**config.mk**
```make
export PLATFORM = sky130hd
export DESIGN_NAME = ex_stage
export DESIGN_NICKNAME = d
export VERILOG_FILES = /design/src/rtl/swt16_pkg.sv /design/src/rtl/ex_mul_seq.sv /design/src/rtl/ex_stage.sv
export SDC_FILE = /design/constraint.sdc
export NUM_CORES = 1
export LEC_CHECK = 0
export ABC_CLOCK_PERIOD_IN_PS = 2700
export CORE_ASPECT_RATIO = 0.8
export CORE_UTILIZATION = 35
export DETAILED_ROUTE_END_ITERATION = 6
export GPL_ROUTABILITY_DRIVEN = 0
export PLACE_DENSITY_LB_ADDON = 0.05
export SYNTH_ARGS = -nofsm -noshare
export SYNTH_HDL_FRONTEND = slang
export SYNTH_HIERARCHICAL = 1
export SYNTH_SLANG_ARGS = --single-unit
```
**constraint.sdc**
```tcl
create_clock -name clock -period 2.7 [get_ports clock]
set_input_delay 0.405 -clock clock [delete_from_list [all_inputs] [get_ports clock]]
set_output_delay 0.405 -clock clock [all_outputs]
set_load 0.02 [all_outputs]
```
**src/rtl/swt16_pkg.sv**
```systemverilog
// Shared widths, ALU opcode encodings and execute-stage FSM states for the swt16 pipeline.
package swt16_pkg;
    localparam int DMEM_ADDR_WIDTH = 12;
    localparam int DMEM_WORD_WIDTH = 16;
    localparam int IALU_WORD_WIDTH = 16;
    localparam int ALU_OP_WIDTH    = 4;
    localparam int PC_WIDTH        = 12;
    localparam int PMEM_WORD_WIDTH = 16;
    localparam int REG_IDX_WIDTH   = 4;
    localparam int MUL_CYCLES      = 16;

    localparam logic [ALU_OP_WIDTH-1:0] ALU_ADD   = 4'd0;
    localparam logic [ALU_OP_WIDTH-1:0] ALU_SUB   = 4'd1;
    localparam logic [ALU_OP_WIDTH-1:0] ALU_AND   = 4'd2;
    localparam logic [ALU_OP_WIDTH-1:0] ALU_OR    = 4'd3;
    localparam logic [ALU_OP_WIDTH-1:0] ALU_XOR   = 4'd4;
    localparam logic [ALU_OP_WIDTH-1:0] ALU_SHL   = 4'd5;
    localparam logic [ALU_OP_WIDTH-1:0] ALU_SHR   = 4'd6;
    localparam logic [ALU_OP_WIDTH-1:0] ALU_SRA   = 4'd7;
    localparam logic [ALU_OP_WIDTH-1:0] ALU_SLT   = 4'd8;
    localparam logic [ALU_OP_WIDTH-1:0] ALU_SLTU  = 4'd9;
    localparam logic [ALU_OP_WIDTH-1:0] ALU_PASSB = 4'd10;
    localparam logic [ALU_OP_WIDTH-1:0] ALU_MUL   = 4'd11;

    typedef enum logic {
        IDLE = 1'b0,
        BUSY = 1'b1
    } state_t;
endpackage

```
**src/rtl/ex_mul_seq.sv**
```systemverilog
// Iterative shift-add multiplier: one partial product per clock, low half of the product kept.
module ex_mul_seq
    import swt16_pkg::*;
#(
    parameter int W      = IALU_WORD_WIDTH,
    parameter int CYCLES = MUL_CYCLES
) (
    input  logic         clock,
    input  logic         reset,
    input  logic         start,
    input  logic         flush,
    input  logic [W-1:0] a,
    input  logic [W-1:0] b,
    output logic         busy,
    output logic         done,
    output logic [W-1:0] product,
    output state_t       state
);
    localparam int CW = (CYCLES > 1) ? $clog2(CYCLES) : 1;
    localparam logic [CW-1:0] LAST = CW'(CYCLES - 1);

    state_t        state_next;
    logic [CW-1:0] cnt;
    logic [W-1:0]  acc;
    logic [W-1:0]  a_sh;
    logic [W-1:0]  b_sh;
    logic [W-1:0]  acc_step;

    always_comb begin
        state_next = state;
        case (state)
            IDLE: if (start) state_next = BUSY;
            BUSY: if (cnt == LAST) state_next = IDLE;
            default: state_next = IDLE;
        endcase
    end

    // The final step is folded in combinationally so the product is ready at the finishing edge.
    assign acc_step = acc + (b_sh[0] ? a_sh : '0);
    assign busy     = (state == BUSY);
    assign done     = busy && (cnt == LAST);
    assign product  = acc_step;

    always_ff @(posedge clock) begin
        if (reset) begin
            state <= IDLE;
            cnt   <= '0;
            acc   <= '0;
            a_sh  <= '0;
            b_sh  <= '0;
        end else if (flush) begin
            state <= IDLE;
            cnt   <= '0;
        end else begin
            state <= state_next;
            if (state == IDLE && start) begin
                a_sh <= a;
                b_sh <= b;
                acc  <= '0;
                cnt  <= '0;
            end else if (busy) begin
                acc  <= acc_step;
                a_sh <= a_sh << 1;
                b_sh <= b_sh >> 1;
                cnt  <= done ? '0 : cnt + 1'b1;
            end
        end
    end
endmodule

```
**src/rtl/ex_stage.sv**
```systemverilog
// swt16 execute stage: single-cycle ALU plus sequenced MUL, registering everything MEM consumes.
module ex_stage
    import swt16_pkg::*;
(
    input  logic                       clock,
    input  logic                       reset,
    input  logic                       in_valid,
    input  logic                       in_flush,
    input  logic [ALU_OP_WIDTH-1:0]    in_alu_op,
    input  logic [IALU_WORD_WIDTH-1:0] in_op_a,
    input  logic [IALU_WORD_WIDTH-1:0] in_op_b,
    input  logic [DMEM_WORD_WIDTH-1:0] in_store_word,
    input  logic                       in_act_load_dmem,
    input  logic                       in_act_store_dmem,
    input  logic                       in_act_write_res_to_reg,
    input  logic [PMEM_WORD_WIDTH-1:0] in_instr,
    input  logic [PC_WIDTH-1:0]        in_pc,
    input  logic [REG_IDX_WIDTH-1:0]   in_res_reg_idx,
    output logic                       out_stall,
    output logic                       out_act_load_dmem,
    output logic                       out_act_store_dmem,
    output logic                       out_act_write_res_to_reg,
    output logic [PMEM_WORD_WIDTH-1:0] out_instr,
    output logic [PC_WIDTH-1:0]        out_pc,
    output logic [IALU_WORD_WIDTH-1:0] out_res,
    output logic [DMEM_ADDR_WIDTH-1:0] out_mem_rd_addr,
    output logic [DMEM_ADDR_WIDTH-1:0] out_mem_wr_addr,
    output logic [DMEM_WORD_WIDTH-1:0] out_mem_wr_word,
    output logic [REG_IDX_WIDTH-1:0]   out_res_reg_idx,
    output logic                       out_res_valid_MEM,
    output state_t                     dbg_state
);
    logic                       mul_start;
    logic                       mul_busy;
    logic                       mul_done;
    logic [IALU_WORD_WIDTH-1:0] mul_product;
    logic                       fire_single;
    logic [IALU_WORD_WIDTH-1:0] alu_res;

    // Instruction context held while the multiplier runs.
    logic                       lat_load;
    logic                       lat_store;
    logic                       lat_write;
    logic [PMEM_WORD_WIDTH-1:0] lat_instr;
    logic [PC_WIDTH-1:0]        lat_pc;
    logic [REG_IDX_WIDTH-1:0]   lat_idx;
    logic [DMEM_WORD_WIDTH-1:0] lat_word;

    assign mul_start   = !in_flush && !mul_busy && in_valid && (in_alu_op == ALU_MUL);
    assign fire_single = !in_flush && !mul_busy && in_valid && (in_alu_op != ALU_MUL);
    assign out_stall   = !reset && !in_flush && (mul_start || (mul_busy && !mul_done));

    ex_mul_seq #(.W(IALU_WORD_WIDTH), .CYCLES(MUL_CYCLES)) u_mul (
        .clock   (clock),
        .reset   (reset),
        .start   (mul_start),
        .flush   (in_flush),
        .a       (in_op_a),
        .b       (in_op_b),
        .busy    (mul_busy),
        .done    (mul_done),
        .product (mul_product),
        .state   (dbg_state)
    );

    always_comb begin
        alu_res = '0;
        case (in_alu_op)
            ALU_ADD:   alu_res = in_op_a + in_op_b;
            ALU_SUB:   alu_res = in_op_a - in_op_b;
            ALU_AND:   alu_res = in_op_a & in_op_b;
            ALU_OR:    alu_res = in_op_a | in_op_b;
            ALU_XOR:   alu_res = in_op_a ^ in_op_b;
            ALU_SHL:   alu_res = in_op_a << in_op_b[3:0];
            ALU_SHR:   alu_res = in_op_a >> in_op_b[3:0];
            ALU_SRA:   alu_res = $signed(in_op_a) >>> in_op_b[3:0];
            ALU_SLT:   alu_res = {{(IALU_WORD_WIDTH-1){1'b0}}, ($signed(in_op_a) < $signed(in_op_b))};
            ALU_SLTU:  alu_res = {{(IALU_WORD_WIDTH-1){1'b0}}, (in_op_a < in_op_b)};
            ALU_PASSB: alu_res = in_op_b;
            default:   alu_res = '0;
        endcase
    end

    always_ff @(posedge clock) begin
        if (reset) begin
            {lat_load, lat_store, lat_write} <= '0;
            lat_instr <= '0;
            lat_pc    <= '0;
            lat_idx   <= '0;
            lat_word  <= '0;
        end else if (mul_start) begin
            lat_load  <= in_act_load_dmem;
            lat_store <= in_act_store_dmem;
            lat_write <= in_act_write_res_to_reg;
            lat_instr <= in_instr;
            lat_pc    <= in_pc;
            lat_idx   <= in_res_reg_idx;
            lat_word  <= in_store_word;
        end
    end

    always_ff @(posedge clock) begin
        if (reset || in_flush || !(fire_single || mul_done)) begin
            out_act_load_dmem        <= 1'b0;
            out_act_store_dmem       <= 1'b0;
            out_act_write_res_to_reg <= 1'b0;
            out_instr                <= '0;
            out_pc                   <= '0;
            out_res                  <= '0;
            out_mem_rd_addr          <= '0;
            out_mem_wr_addr          <= '0;
            out_mem_wr_word          <= '0;
            out_res_reg_idx          <= '0;
            out_res_valid_MEM        <= 1'b0;
        end else if (mul_done) begin
            out_act_load_dmem        <= lat_load;
            out_act_store_dmem       <= lat_store;
            out_act_write_res_to_reg <= lat_write;
            out_instr                <= lat_instr;
            out_pc                   <= lat_pc;
            out_res                  <= mul_product;
            out_mem_rd_addr          <= mul_product[DMEM_ADDR_WIDTH-1:0];
            out_mem_wr_addr          <= mul_product[DMEM_ADDR_WIDTH-1:0];
            out_mem_wr_word          <= lat_word;
            out_res_reg_idx          <= lat_idx;
            out_res_valid_MEM        <= lat_write && !lat_load;
        end else begin
            out_act_load_dmem        <= in_act_load_dmem;
            out_act_store_dmem       <= in_act_store_dmem;
            out_act_write_res_to_reg <= in_act_write_res_to_reg;
            out_instr                <= in_instr;
            out_pc                   <= in_pc;
            out_res                  <= alu_res;
            out_mem_rd_addr          <= alu_res[DMEM_ADDR_WIDTH-1:0];
            out_mem_wr_addr          <= alu_res[DMEM_ADDR_WIDTH-1:0];
            out_mem_wr_word          <= in_store_word;
            out_res_reg_idx          <= in_res_reg_idx;
            out_res_valid_MEM        <= in_act_write_res_to_reg && !in_act_load_dmem;
        end
    end
endmodule
```
### Word level (Yosys, flattened, before mapping)

Index checks and enable logic that the tools add are counted.

| word-level totals | value |
|---|---|
| input port bits | 91 |
| output and inout bits | 94 |
| register bits after elaboration | 184 |
| logic and storage cells | 98 |

| cells by class | value |
|---|---|
| add/sub/neg operators | 4 |
| $lt $le $gt $ge | 2 |
| reductions and logical operators | 27 |
| shift operators | 3 |
| bitwise gates (word level) | 5 |
| mux-type cells | 22 |
| eq/ne operators | 13 |

Operators by type and width:

| cell | count |
|---|---|
| 16-bit one-hot mux with 11 select lines | 1 |
| 16-bit 2-to-1 mux | 10 |
| 16-bit adder | 2 |
| 16-bit < comparator | 2 |
| 12-bit 2-to-1 mux | 2 |
| 4-bit equality test, second input constant | 5 |
| 16-bit AND | 1 |
| 4-bit by 3-bit equality test with 1-bit output, second input constant | 4 |
| 16-bit bitwise OR | 1 |
| 16-bit by 4-bit << shifter with 16-bit output | 1 |
| 16-bit by 4-bit right shift with 16-bit output | 1 |
| 16-bit by 4-bit >>> shifter with 16-bit output | 1 |
| 16-bit subtractor | 1 |
| 16-bit XOR | 1 |
| 1-bit logical AND | 11 |
| 4-bit by 2-bit equality test with 1-bit output, second input constant | 2 |
| 4-bit 2-to-1 mux | 2 |
| 1-bit zero test | 7 |
| 1-bit 2-to-1 mux | 6 |
| 4-bit by 1-bit adder with 4-bit output, second input constant | 1 |
| 4-bit by 1-bit equality test with 1-bit output, second input constant | 1 |
| 4-bit zero test | 1 |
| 1-bit logical OR | 4 |
| 4-bit != test, second input constant | 1 |
| 6 further kinds | 7 |

### Depth between registers and ports, before layout

| logic depth | value |
|---|---|
| depth in word-level cells | 7 |
| gate-level depth with buffers | 14 |
| gate-level depth less buffers | 12 |

### By module

Netlist, hierarchy kept.

By module, submodules not included:

| module | area an instance (µm²) | cells each | instances |
|---|---|---|---|
| ex_stage | 8623.3 | 1083 | 1 |
| ex_mul_seq | 3228.1 | 404 | 1 |

### Worst setup path after synthesis

OpenSTA, ideal clock, no wires.

| path | value |
|---|---|
| kind | input to register |
| from | input in_op_b[2] |
| to | register out_res[14] |
| setup time | 91 ps |
| buffers on the path | 3 |
| arrival | 2752 ps |
| required time | 2609 ps |
| setup slack | -143 ps |
| stages on the path | 12 |
| path through | buf_2 inv_2 buf_1 ha_1 buf_6 nor2b_2 o21ai_1 a211oi_2 a21oi_1 o31a_1 or3_1 a311oi_1 |

| on the way | value |
|---|---|
| longest elaborated chain between the ends | 3 |

RTL lines:

| element | line | source |
|---|---|---|
| from (decl) | ex_stage.sv:11 | `input logic [IALU_WORD_WIDTH-1:0] in_op_b,` |
| 16-bit subtractor (tied with other cells) | ex_stage.sv:70 | `ALU_SUB: alu_res = in_op_a - in_op_b;` |
| 16-bit one-hot mux with 11 select lines * | ex_stage.sv:68 | `case (in_alu_op)` |
| 16-bit 2-to-1 mux * | ex_stage.sv:115 | `end else if (mul_done) begin` |
| to (signal assigned) | ex_stage.sv:121 | `out_res <= mul_product;` |
| to (signal assigned) | ex_stage.sv:133 | `out_res <= alu_res;` |
| to (decl) | ex_stage.sv:25 | `output logic [IALU_WORD_WIDTH-1:0] out_res,` |

Mark *: on every way between the ends. The rest lies on a longest branch, timed or not.
A chain may end at the register's enable or synchronous reset.

### Worst setup path in the final report

| path | value |
|---|---|
| from | register u_mul.b_sh[0] |
| to | register out_res[9] |

| on the way | value |
|---|---|
| longest elaborated chain between the ends | 3 |

RTL lines:

| element | line | source |
|---|---|---|
| from (decl) | ex_mul_seq.sv:26 | `logic [W-1:0] b_sh;` |
| from (signal assigned) | ex_mul_seq.sv:64 | `b_sh <= b_sh >> 1;` |
| 16-bit 2-to-1 mux | ex_mul_seq.sv:39 | `assign acc_step = acc + (b_sh[0] ? a_sh : '0);` |
| 16-bit adder | ex_mul_seq.sv:39 |  |
| via mul_product[9] | ex_stage.sv:36 | `logic [IALU_WORD_WIDTH-1:0] mul_product;` |
| 16-bit 2-to-1 mux | ex_stage.sv:115 |  |

The timed path passes the listed nets, and every way through them passes these cells.

==> impl_metrics.json <==
{
  "status": "finished with violations",
  "violations": "negative setup slack",
  "grt_use_total_pct": 28.8,
  "power.internal_mw": 4.59,
  "cts_tree": "built",
  "layoutNonFillerInstCount": 2350,
  "hold_class": "primary input to flip-flop",
  "grt_first_pass_wirelength_um": 75300,
  "slew_headroom_pct": 50.7,
  "final_antenna_net_count": 0,
  "antenna_found_initial": 0,
  "crit_fanout": 7,
  "die_h_um": 167,
  "finalCriticalPeriod_ns": 2.89,
  "drive_gt1_share_pct": 28.0,
  "layout.nets": 2074,
  "p_clk_share_pct": 37.0,
  "drt_iter0_markers": 1174,
  "dp_cells": 2292,
  "powerDensity_nw_per_um2": 387,
  "wirelength_um": 50300,
  "ys_types": 95,
  "critical_path_class": "flip-flop to flip-flop",
  "synthArstFlopShare_pct": 0,
  "grt_max_degree": 53,
  "rsz0062_at_grt": "yes",
  "crit_family": "compound AO/OA/AOI/OAI gates",
  "fillerInstances": 3137,
  "setup_viol": 8,
  "slew_violations": 0,
  "yosysSeqAreaShare_pct": 29.1,
  "ys_ff_latch": 172,
  "cts_buffer_depth": 2,
  "grt_pass1_vias": 12016,
  "fmax_mhz": 346,
  "overflow": 0,
  "clk_pin_slew_worst_paths_ns": 0.08,
  "path_common_cell": "and2_4",
  "pwr-share-comb_pct": 24.8,
  "tightest_slew_ns": 0.737,
  "cts_sinks": 172,
  "r2r_end": "out_res[9]$_SDFF_PP0_",
  "first_pass_iters": 5,
  "portBuffers": 184,
  "die_width_um": 208,
  "p_total_mw": 6.78,
  "synth_ff_type": "dfxtp_1",
  "cp.arrival_ns": 3.21,
  "multi_input_area_um2": 8120,
  "synth-edff-count": 0,
  "final_common_cell": "buf_4",
  "vias": 12956,
  "worstSkewPairLatency_ns": 0.46,
  "dpl.hpwl_um": 38800,
  "worst-path-buf-inv": 1,
  "placed_area_um2": 16100,
  "rows": 59,
  "setup_ws_ns": -0.188,
  "rr_startpoint": "u_mul/b_sh[0]$_SDFFE_PP0P_",
  "pre_cts_ws_ns": -0.736,
  "io_pins": 185,
  "drc": 0,
  "p_leak_nw": 6.98,
  "startpoint_type": "flip-flop",
  "seq_area_um2": 3450,
  "syn_to_final_growth_pct": 47.8,
  "whs_path_depth": 2,
  "htreeDepth": 4,
  "fin_util_pct": 53.2,
  "final_hold_viol_count": 0,
  "cp_slowest_cell": "dfxtp_4",
  "diodes": 0,
  "start_util_pct": 36.0,
  "fin_crit_sh_pct": 107,
  "die-area_um2": 34600,
  "hold_slack_ns": 0.282,
  "numCtsBuffers": 17,
  "wl_per_cell_um": 21.4,
  "final_cell_mix": "buf_4 (335), nand2_1 (220), clkdlybuf4s50_1 (179), dfxtp_1 (171), nor2_1 (140)",
  "swShare_pct": 32.4,
  "power_frac_seq_pct": 38.1,
  "rrSetupSlack_ns": -0.19,
  "core_region_area_um2": 32900,
  "hold_end": "lat_store$_SDFFE_PP0P_",
  "skew_ns": 0.0253,
  "via_per_inst": 5.51,
  "fin_area_um2": 17500,
  "worst_setup_path_end_kind": "flip-flop",
  "maxCapViolCount": 0,
  "cts_hold_buf": 0,
  "power_switching_mw": 2.20,
  "vdd_drop_max_uv": 395,
  "cp_slowest_stage_delay_ns": 0.38,
  "syn_inst": 1487,
  "yosys_warnings": 6,
  "clock-root-buffer": "clkbuf_16",
  "r2r_cells": 13,
  "worstPathRequired_ns": 3.02,
  "worstHoldStart": "reset",
  "postSynthAreaPerCell_um2": 7.97,
  "syn_nets": 1651,
  "synth_area_um2": 11900,
  "fin_setup_tns_ns": -0.883,
  "path_cells": "and2_4 > ha_1 > a21o_1 > nand4_1 > buf_4 > a21oi_2 > or3_4 > and2_4 > a221o_1 > nor4_2 > o31ai_1 > a21oi_1 > a311oi_2"
}
==> cell usage after synthesis, drive strengths merged, types with 6 or more instances <==
cell type	count	area [µm²]
a211oi	23	193
nor3	23	115
mux4	10	225
a31oi	20	125
a2111oi	6	71.3
clkbuf	39	146
nor2	146	566
o211ai	11	87.6
nand2b	27	171
ha	70	876
mux2	11	124
a22o	8	70.1
inv	59	221
xor2	9	78.8
dfxtp	172	3440
o21ai	51	259
a221oi	9	85.1
buf	89	552
nand2	228	856
o31ai	9	67.6
o21bai	6	45.0
mux2i	85	855
nand3	23	115
or3	10	63.8
o22ai	7	43.8
nor4	9	68.8
nand4	13	96.3
nor2b	11	71.3
a311oi	23	201
a32oi	17	149
a21oi	129	657
a22oi	7	57.6
and2	23	146
a21o	7	52.6
xnor2	16	140
==> logic make-up after synthesis <==
family                   after synthesis  share of synthesized area, %
flip-flops                           172                          29.1
AO/OA/AOI/OAI                        384                          22.4
AND/OR/NAND/NOR                      539                          20.8
buffers and inverters                188                          7.79
adder cells (fa/ha/maj)               73                          7.90
XOR/XNOR                              25                          1.85
multiplexers                         106                          10.2
==> timing repair <==
action / 4_1_cts / 5_1_grt
pin swaps: 31 / 27
buffers inserted: 14 / 13
endpoints found under the hold margin: 0 / 0
setup endpoints to repair: 15 / 14
gates resized for setup: 87 / 42
==> cell type report <==
cell class | instances | share of cell area (%)
inverters | 60 | 1.29
repair buffers | 532 | 26.2
clock inverters | 15 | 1.01
clock buffers | 17 | 2.43
multi-input cells | 1127 | 46.4
well taps | 427 | 3.05
flip-flops and latches | 172 | 19.7
==> power by group through the flow <==
stage                     Combinational (mW)  Sequential [mW]  Clock [mW]
after floorplan                        0.717             2.68           0
after global placement                  1.60             2.65           0
after detailed placement                1.59             2.65           0
after CTS                               1.61             2.59        2.59
after global routing                    1.78             2.59        2.69
final                                   1.68             2.59        2.51
==> worst max path at each step <==
stage          slack (ns)                       start  cells past startpoint               endpoint
6_report            -0.19  u_mul/b_sh[0]$_SDFFE_PP0P_                     13  out_res[9]$_SDFF_PP0_
5_1_grt             -0.31  u_mul/b_sh[0]$_SDFFE_PP0P_                     13  out_res[9]$_SDFF_PP0_
4_1_cts             -0.20  u_mul/b_sh[0]$_SDFFE_PP0P_                     13  out_res[9]$_SDFF_PP0_
3_5_place_dp        -0.74                  in_op_a[3]                     11  out_res[7]$_SDFF_PP0_
3_3_place_gp        -0.76                  in_op_a[3]                     11  out_res[7]$_SDFF_PP0_
2_1_floorplan      -0.009  u_mul/b_sh[0]$_SDFFE_PP0P_                     14  out_res[9]$_SDFF_PP0_
==> metal layers <==
layer  vias up  global-route usage, %  wire [µm]
met4         0                   7.18       1030
met5         -                      0          0
li1       6149                      -          -
met3        59                   9.35       5390
met1      6148                   43.0      24300
met2       600                   38.8      19600
No activity file was read; power rests on OpenSTA's default activity.
